[config.mk]
export PLATFORM = sky130hd
export DESIGN_NAME = dmem_ws
export DESIGN_NICKNAME = d
export VERILOG_FILES = /design/src/rtl/dmem_ws.sv
export SDC_FILE = /design/constraint.sdc
export NUM_CORES = 2
export LEC_CHECK = 0
export BUFFER_PORTS_ARGS = -buffer_cell sky130_fd_sc_hd__buf_4
export CAP_MARGIN = 20
export CORE_ASPECT_RATIO = 1.1
export CORE_MARGIN = 8
export CORE_UTILIZATION = 49
export CTS_CLUSTER_SIZE = 16
export DETAILED_ROUTE_END_ITERATION = 16
export GPL_ROUTABILITY_DRIVEN = 0
export PLACE_DENSITY = 0.61
export SLEW_MARGIN = 20
export SYNTH_ARGS = -nofsm -noshare
export SYNTH_HDL_FRONTEND = slang
export SYNTH_SLANG_ARGS = --single-unit
[constraint.sdc]
create_clock -name clk -period 3.1 [get_ports clk]
set_input_delay 0.775 -clock clk [delete_from_list [all_inputs] [get_ports clk]]
set_output_delay 0.775 -clock clk [all_outputs]
set_load 0.02 [all_outputs]
[src/rtl/dmem_ws.sv]
// Data memory with a req/ack handshake, configurable wait states, byte enables
// and error reporting for misaligned or out-of-range byte addresses.
module dmem_ws #(
    parameter int unsigned DATA_W = 32,
    parameter int unsigned ADDR_W = 32,
    parameter int unsigned DEPTH  = 64,
    parameter int unsigned WAIT   = 2
) (
    input  logic                clk,
    input  logic                reset,
    input  logic                req,
    input  logic                we,
    input  logic [ADDR_W-1:0]   addr,
    input  logic [DATA_W-1:0]   wdata,
    input  logic [DATA_W/8-1:0] be,
    output logic [DATA_W-1:0]   rdata,
    output logic                ack,
    output logic                busy,
    output logic                err
);

    localparam int unsigned NB  = DATA_W / 8;
    localparam int unsigned OFS = $clog2(NB);
    localparam int unsigned IDX = $clog2(DEPTH);
    localparam logic [3:0] WAIT_INIT = (WAIT == 0) ? 4'd0 : 4'(WAIT - 1);

    typedef enum logic [1:0] {StIdle, StWait, StResp} state_t;

    state_t          state_q;
    logic [3:0]      cnt_q;
    logic            we_q;
    logic            bad_q;
    logic [IDX-1:0]  idx_q;
    logic [DATA_W-1:0] wdata_q;
    logic [NB-1:0]   be_q;
    logic            ack_q;
    logic            busy_q;
    logic            err_q;

    logic [DATA_W-1:0] mem [DEPTH];

    logic            bad_in;
    logic [IDX-1:0]  idx_in;

    // Decode the live request address; only used at the acceptance edge.
    always_comb begin
        idx_in = addr[OFS+IDX-1:OFS];
        bad_in = ((addr & ADDR_W'(NB - 1)) != '0) || ((addr >> (OFS + IDX)) != '0);
    end

    // Request capture, wait countdown and registered handshake outputs.
    always_ff @(posedge clk or negedge reset) begin
        if (!reset) begin
            state_q <= StIdle;
            cnt_q   <= 4'd0;
            we_q    <= 1'b0;
            bad_q   <= 1'b0;
            idx_q   <= '0;
            wdata_q <= '0;
            be_q    <= '0;
            ack_q   <= 1'b0;
            busy_q  <= 1'b0;
            err_q   <= 1'b0;
        end else begin
            unique case (state_q)
                StIdle: begin
                    ack_q <= 1'b0;
                    err_q <= 1'b0;
                    if (req) begin
                        we_q    <= we;
                        bad_q   <= bad_in;
                        idx_q   <= idx_in;
                        wdata_q <= wdata;
                        be_q    <= be;
                        busy_q  <= 1'b1;
                        if (WAIT == 0) begin
                            state_q <= StResp;
                            ack_q   <= 1'b1;
                            err_q   <= bad_in;
                        end else begin
                            state_q <= StWait;
                            cnt_q   <= WAIT_INIT;
                        end
                    end
                end
                StWait: begin
                    if (cnt_q == 4'd0) begin
                        state_q <= StResp;
                        ack_q   <= 1'b1;
                        err_q   <= bad_q;
                    end else begin
                        cnt_q <= cnt_q - 4'd1;
                    end
                end
                StResp: begin
                    state_q <= StIdle;
                    ack_q   <= 1'b0;
                    err_q   <= 1'b0;
                    busy_q  <= 1'b0;
                end
                default: begin
                    state_q <= StIdle;
                    ack_q   <= 1'b0;
                    err_q   <= 1'b0;
                    busy_q  <= 1'b0;
                end
            endcase
        end
    end

    // Commit enabled bytes at the end of the response cycle of a good write.
    always_ff @(posedge clk) begin
        if (state_q == StResp && we_q && !bad_q) begin
            for (int i = 0; i < NB; i++) begin
                if (be_q[i]) begin
                    mem[idx_q][8*i +: 8] <= wdata_q[8*i +: 8];
                end
            end
        end
    end

    // Read data is driven only during a good read acknowledge.
    always_comb begin
        rdata = '0;
        if (ack_q && !we_q && !err_q) begin
            rdata = mem[idx_q];
        end
    end

    assign ack  = ack_q;
    assign busy = busy_q;
    assign err  = err_q;

endmodule

# Word-level counts from Yosys, hierarchy flattened

Memory sizes are Yosys's and may differ from the RTL's.
Cells that the tools add are included.

Memories kept: 1
Bits of input ports: 72
Flip-flop bits (word level): 53
Bits in writable memories: 2048
Output and inout bits: 35
Logic and storage cells: 60

Add/sub/neg operators: 1
Equality and inequality tests: 5
Mux-type cells: 25
Reductions and logical operators: 17
Bitwise logic cells: 1

Memory list:

| memory | depth | bits a word | rd ports | clocked after memory_dff | write ports | RTL line | text |
|---|---|---|---|---|---|---|---|
| mem    | 64    | 32          | 1        | 0                        | 1           | 40       | `logic [DATA_W-1:0] mem [DEPTH];` |

Operator list:

| cell                                             | count |
|---|---|
| nonzero test 32 bit                              | 2 |
| two-way mux 32 bit                               | 1 |
| two-way mux 1 bit                                | 17 |
| two-way mux 4 bit                                | 2 |
| case mux 4 bit (2 select lines)                  | 1 |
| != test 2 bit, second input constant             | 3 |
| AND reduction 2 bit                              | 3 |
| logical AND 1 bit                                | 4 |
| logical NOT 4 bit                                | 1 |
| two-way mux 2 bit                                | 2 |
| case mux 2 bit (2 select lines)                  | 1 |
| subtractor 4 x 1 -> 4 bit, second input constant | 1 |
| logical NOT 1 bit                                | 3 |
| AND reduction 3 bit                              | 1 |
| == test 2 x 1 -> 1 bit, second input constant    | 1 |
| == test 2 bit, second input constant             | 1 |
| logical NOT 2 bit                                | 1 |
| case mux 1 bit (2 select lines)                  | 1 |
| nonzero test 2 bit                               | 1 |
| logical OR 1 bit                                 | 1 |
| NOT 1 bit                                        | 1 |

# Longest topological paths before layout

Depth after elaboration: 5
Mapped depth: 11
Mapped depth without buffers: 7

# Least setup slack after synthesis

No wires, ideal clock.

Kind: register to output
From: reg idx_q[0]
To: out rdata[2]
Buffers on the path: 4
Slack: 0.157 ns
Data required time: 2.325 ns
Arrival time: 2.168 ns
Stages on the path, launching flop included: 11
Cell sequence: dfrtp_1 buf_6 buf_6 or2_2 buf_2 buf_2 nor2_2 a22oi_1 a31oi_1 a2111oi_0 a31oi_1

Longest elaborated chain between the ends: 2

Ends and longest elaborated chain:

| what                      | RTL line | text |
|---|---|---|
| start: declaration        | 33       | `logic [IDX-1:0] idx_q;` |
| start signal: assignment  | 72       | `idx_q <= idx_in;` |
| memory read (64 x 32 bit) | n/a      |  |
| two-way mux 32 bit        | 125      | `if (ack_q && !we_q && !err_q) begin` |
| end: declaration          | 16       | `output logic [DATA_W-1:0] rdata,` |

Every way passes these cells.

# Worst setup path in the final report

From: reg idx_q[0]
To: out rdata[21]

The elaborated chain is that of the path after synthesis.

==> results.tsv <==
metric	value	unit
status	finished, violations left	
violations	setup timing	
total_leakage_power	0.0331	uW
synth_top_area_cell	edfxtp_1	
dp_hpwl	178000	um
hp-class	primary input to asynchronous set/reset pin	
slew_violations	0	
netlist_area	81000	um2
syn_inst	4782	
layout.nets	5727	
rsz0062_at_grt	true	
antenna_left	0	
clkSlewWorstSetupHoldPaths	0.06	ns
first_pass_iters	7	
wl	276000	um
die_h	442	um
dpl_cell_area	90100	um2
crit_chain	buf_12, and2_4, buf_6, buf_6, buf_12, buf_4, clkbuf_16, a221oi_2, nor2_1, o21ai_0, and4b_2, a41oi_2, buf_4	
syn_nets	4856	
grt_max_degree	66	
wl_met3	32300	um
cts_tree	built	
die_w	404	um
setup_ws	-1.33	ns
reg2regPathDepth	10	
synth-main-ff-cell	edfxtp_1	
highest_layer	met5	
initial_core_util	0.493	
yosysSeqAreaShare	0.776	
clk_latency	0.86	ns
synth-edff-count	2048	
via_per_inst	6.50	
synth_area_leaders	edfxtp_1 (76%), a221oi_1 (3.8%), a22oi_1 (3.0%), mux2_2 (2.4%), nor2_1 (2.3%)	
htreeDepth	4	
io_pins	107	
worst_pin_slew	1.14	ns
cts-buffers-inserted	205	
route.detailed.drc	0	
fin_worst_skew	0.0356	ns
fmaxAchievable	0.226	GHz
rr_startpoint	idx_q[5]	
wl_per_cell	34.3	um
fin_crit	4.43	ns
antenna_found_initial	11	
ys_warn_count	0	
avgSynthCellArea	16.9	um2
end_kind	primary output	
vias	52300	
period_share	1.43	
r2r_slack	-0.04	ns
cts_max_path_buffers	3	
crit_path_top_delay_cell	dfrtp_4	
cts-root-buf	clkbuf_16	
drive_above_1_share	0.333	
netlist.area_leader.share	0.760	
cts.sinks	2101	
setup_viol	62	
synth-async-reset-ratio	0.0252	
grt_pass1_wl	380000	um
port-buffer-count	106	
cpPeakStageDelay	0.53	ns
power.density	988	nW/um2
synth_cell_type_count	65	
wl_met1	101000	um
slew_headroom	0.239	
r2r_end	mem[50][8]	
irDropWorstVdd	0.000794	V
final_area	101000	um2
grt_overflow	0	
synth_seq_cells	2101	
fin_tns_setup	-40.54	ns
first_global_vias	50600	
die-area	179000	um2
synth_most_common_cell	edfxtp_1	
synthToLayoutAreaGrowth	24.9	%
worstPathMaxFanout	13	
critPathLaunchType	flop	
num_rows	156	
critPathRequiredTime	2.32	ns
hold_viol_final	0	
cap_violations	0	
crit_type	flop to primary output	
dr_wl_met2	125000	um
synth_common_cells	edfxtp_1 (2,048), nor2_1 (486), a221oi_1 (349)	
crit_arrival	3.66	ns
core-area	164000	um2
drtIter0Drc	7334	
grt.total_usage	0.296	
sequential cells by signal, indices dropped and copies added (netlist names):
name and flops:
cnt_q 4, ack 1, busy 1, mem 2048
state_q 2, err 1, bad_q 1, idx_q 6
wdata_q 32, be_q 4, we_q 1
metal layers:
layer  global-route usage  up-vias
met1                0.392    26800
met4                0.156        6
met5              0.00486        -
met3               0.0753      718
met2                0.452     3436
li1                     -    21300
cell usage in the layout (no fill, tap or decap), types with 15 or more instances in the layout:
| master | Yosys | final |
|---|---|---|
| buf_12 | 0 | 111 |
| nor3_1 | 41 | 16 |
| a21oi_1 | 116 | 95 |
| mux2i_1 | 118 | 114 |
| buf_16 | 0 | 18 |
| mux4_2 | 58 | 58 |
| dfrtp_1 | 53 | 18 |
| clkinv_1 | 0 | 51 |
| a22oi_1 | 319 | 257 |
| dfrtp_2 | 0 | 32 |
| a22o_1 | 16 | 16 |
| o22ai_2 | 0 | 33 |
| nor2_1 | 486 | 474 |
| nand2_1 | 150 | 137 |
| nor3_2 | 0 | 20 |
| a22oi_2 | 0 | 62 |
| a21oi_2 | 0 | 20 |
| clkinv_2 | 0 | 38 |
| o22ai_1 | 138 | 105 |
| clkbuf_16 | 0 | 224 |
| buf_6 | 6 | 74 |
| edfxtp_1 | 2048 | 2048 |
| buf_4 | 13 | 778 |
| a221oi_4 | 0 | 21 |
| mux2_2 | 174 | 173 |
| o21ai_1 | 1 | 51 |
| clkbuf_1 | 151 | 51 |
| o21ai_0 | 132 | 62 |
| buf_8 | 0 | 15 |
| a221oi_2 | 1 | 76 |
| a31oi_1 | 44 | 33 |
| a221oi_1 | 349 | 253 |
| o21ai_2 | 0 | 18 |
worst max-delay path by stage:
stage	startpoint	to	slack, ns	cells past startpoint
final	idx_q[0]	rdata[21]	-1.33	13
after global routing	idx_q[1]	rdata[2]	-1.41	9
after CTS	idx_q[1]	rdata[3]	-1.36	12
after detailed placement	idx_q[2]	rdata[13]	-1.26	11
after global placement	idx_q[2]	rdata[13]	-1.26	11
after floorplan	idx_q[0]	rdata[2]	0.16	10
cell families after synthesis:
kind of cell,share of synthesized area
buffers and inverters,0.0202
adder cells (fa/ha/maj),0.000309
AO/OA/AOI/OAI,0.108
AND/OR/NAND/NOR,0.0406
XOR/XNOR,0.000216
flip-flops,0.776
multiplexers,0.0549
through the flow:
stage / instances / util / worst slack [ns] / hold WS, ns / total power [uW]
after floorplan: 4782 / - / 0.157 / 0.458 / 52400
after global placement: 7525 / 0.549 / -1.26 / 0.470 / 68700
after detailed placement: 7525 / 0.549 / -1.26 / 0.479 / 69000
after CTS: 7968 / 0.603 / -1.36 / 0.000707 / 96300
after global routing: 8040 / 0.616 / -1.41 / 0.0582 / 102000
final: 8041 / 0.616 / -1.33 / 0.0292 / 99900
layout make-up:
cell class / count / area, um2
multi-input cells: 2322 / 18900
flip-flops and latches: 2101 / 62900
clock inverters: 115 / 888
well taps: 2212 / 2770
inverters: 6 / 31.3
fillers: 11900 / 63100
repair buffers: 1017 / 10200
clock buffers: 266 / 5480
diodes: 2 / 5.00
worst max-delay path, delay by kind of cell (launching register included):
kind,cells,cell delay [ns]
AOI/OAI and AO/OA,3,0.57
buffers and inverters,7,1.09
DFF,1,0.53
and+or+nand+nor,3,0.63
power breakdown:
group / internal, uW / switching (uW) / total (uW) / leakage (uW)
clock network: 13300 / 10600 / 23900 / 0.00312
logic: 15000 / 23200 / 38200 / 0.0109
registers: 35700 / 2200 / 37900 / 0.0190
total: 64000 / 36000 / 99900 / 0.0331
repair_timing:
item                                    in CTS  in global routing
buffers inserted                            53                 71
pin swaps                                   77                146
cloned                                      17                 17
hold buffers                                 0                  0
gates resized for setup                    380                259
endpoints found under the setup margin      71                142
Power figures use the tool's default switching activity.
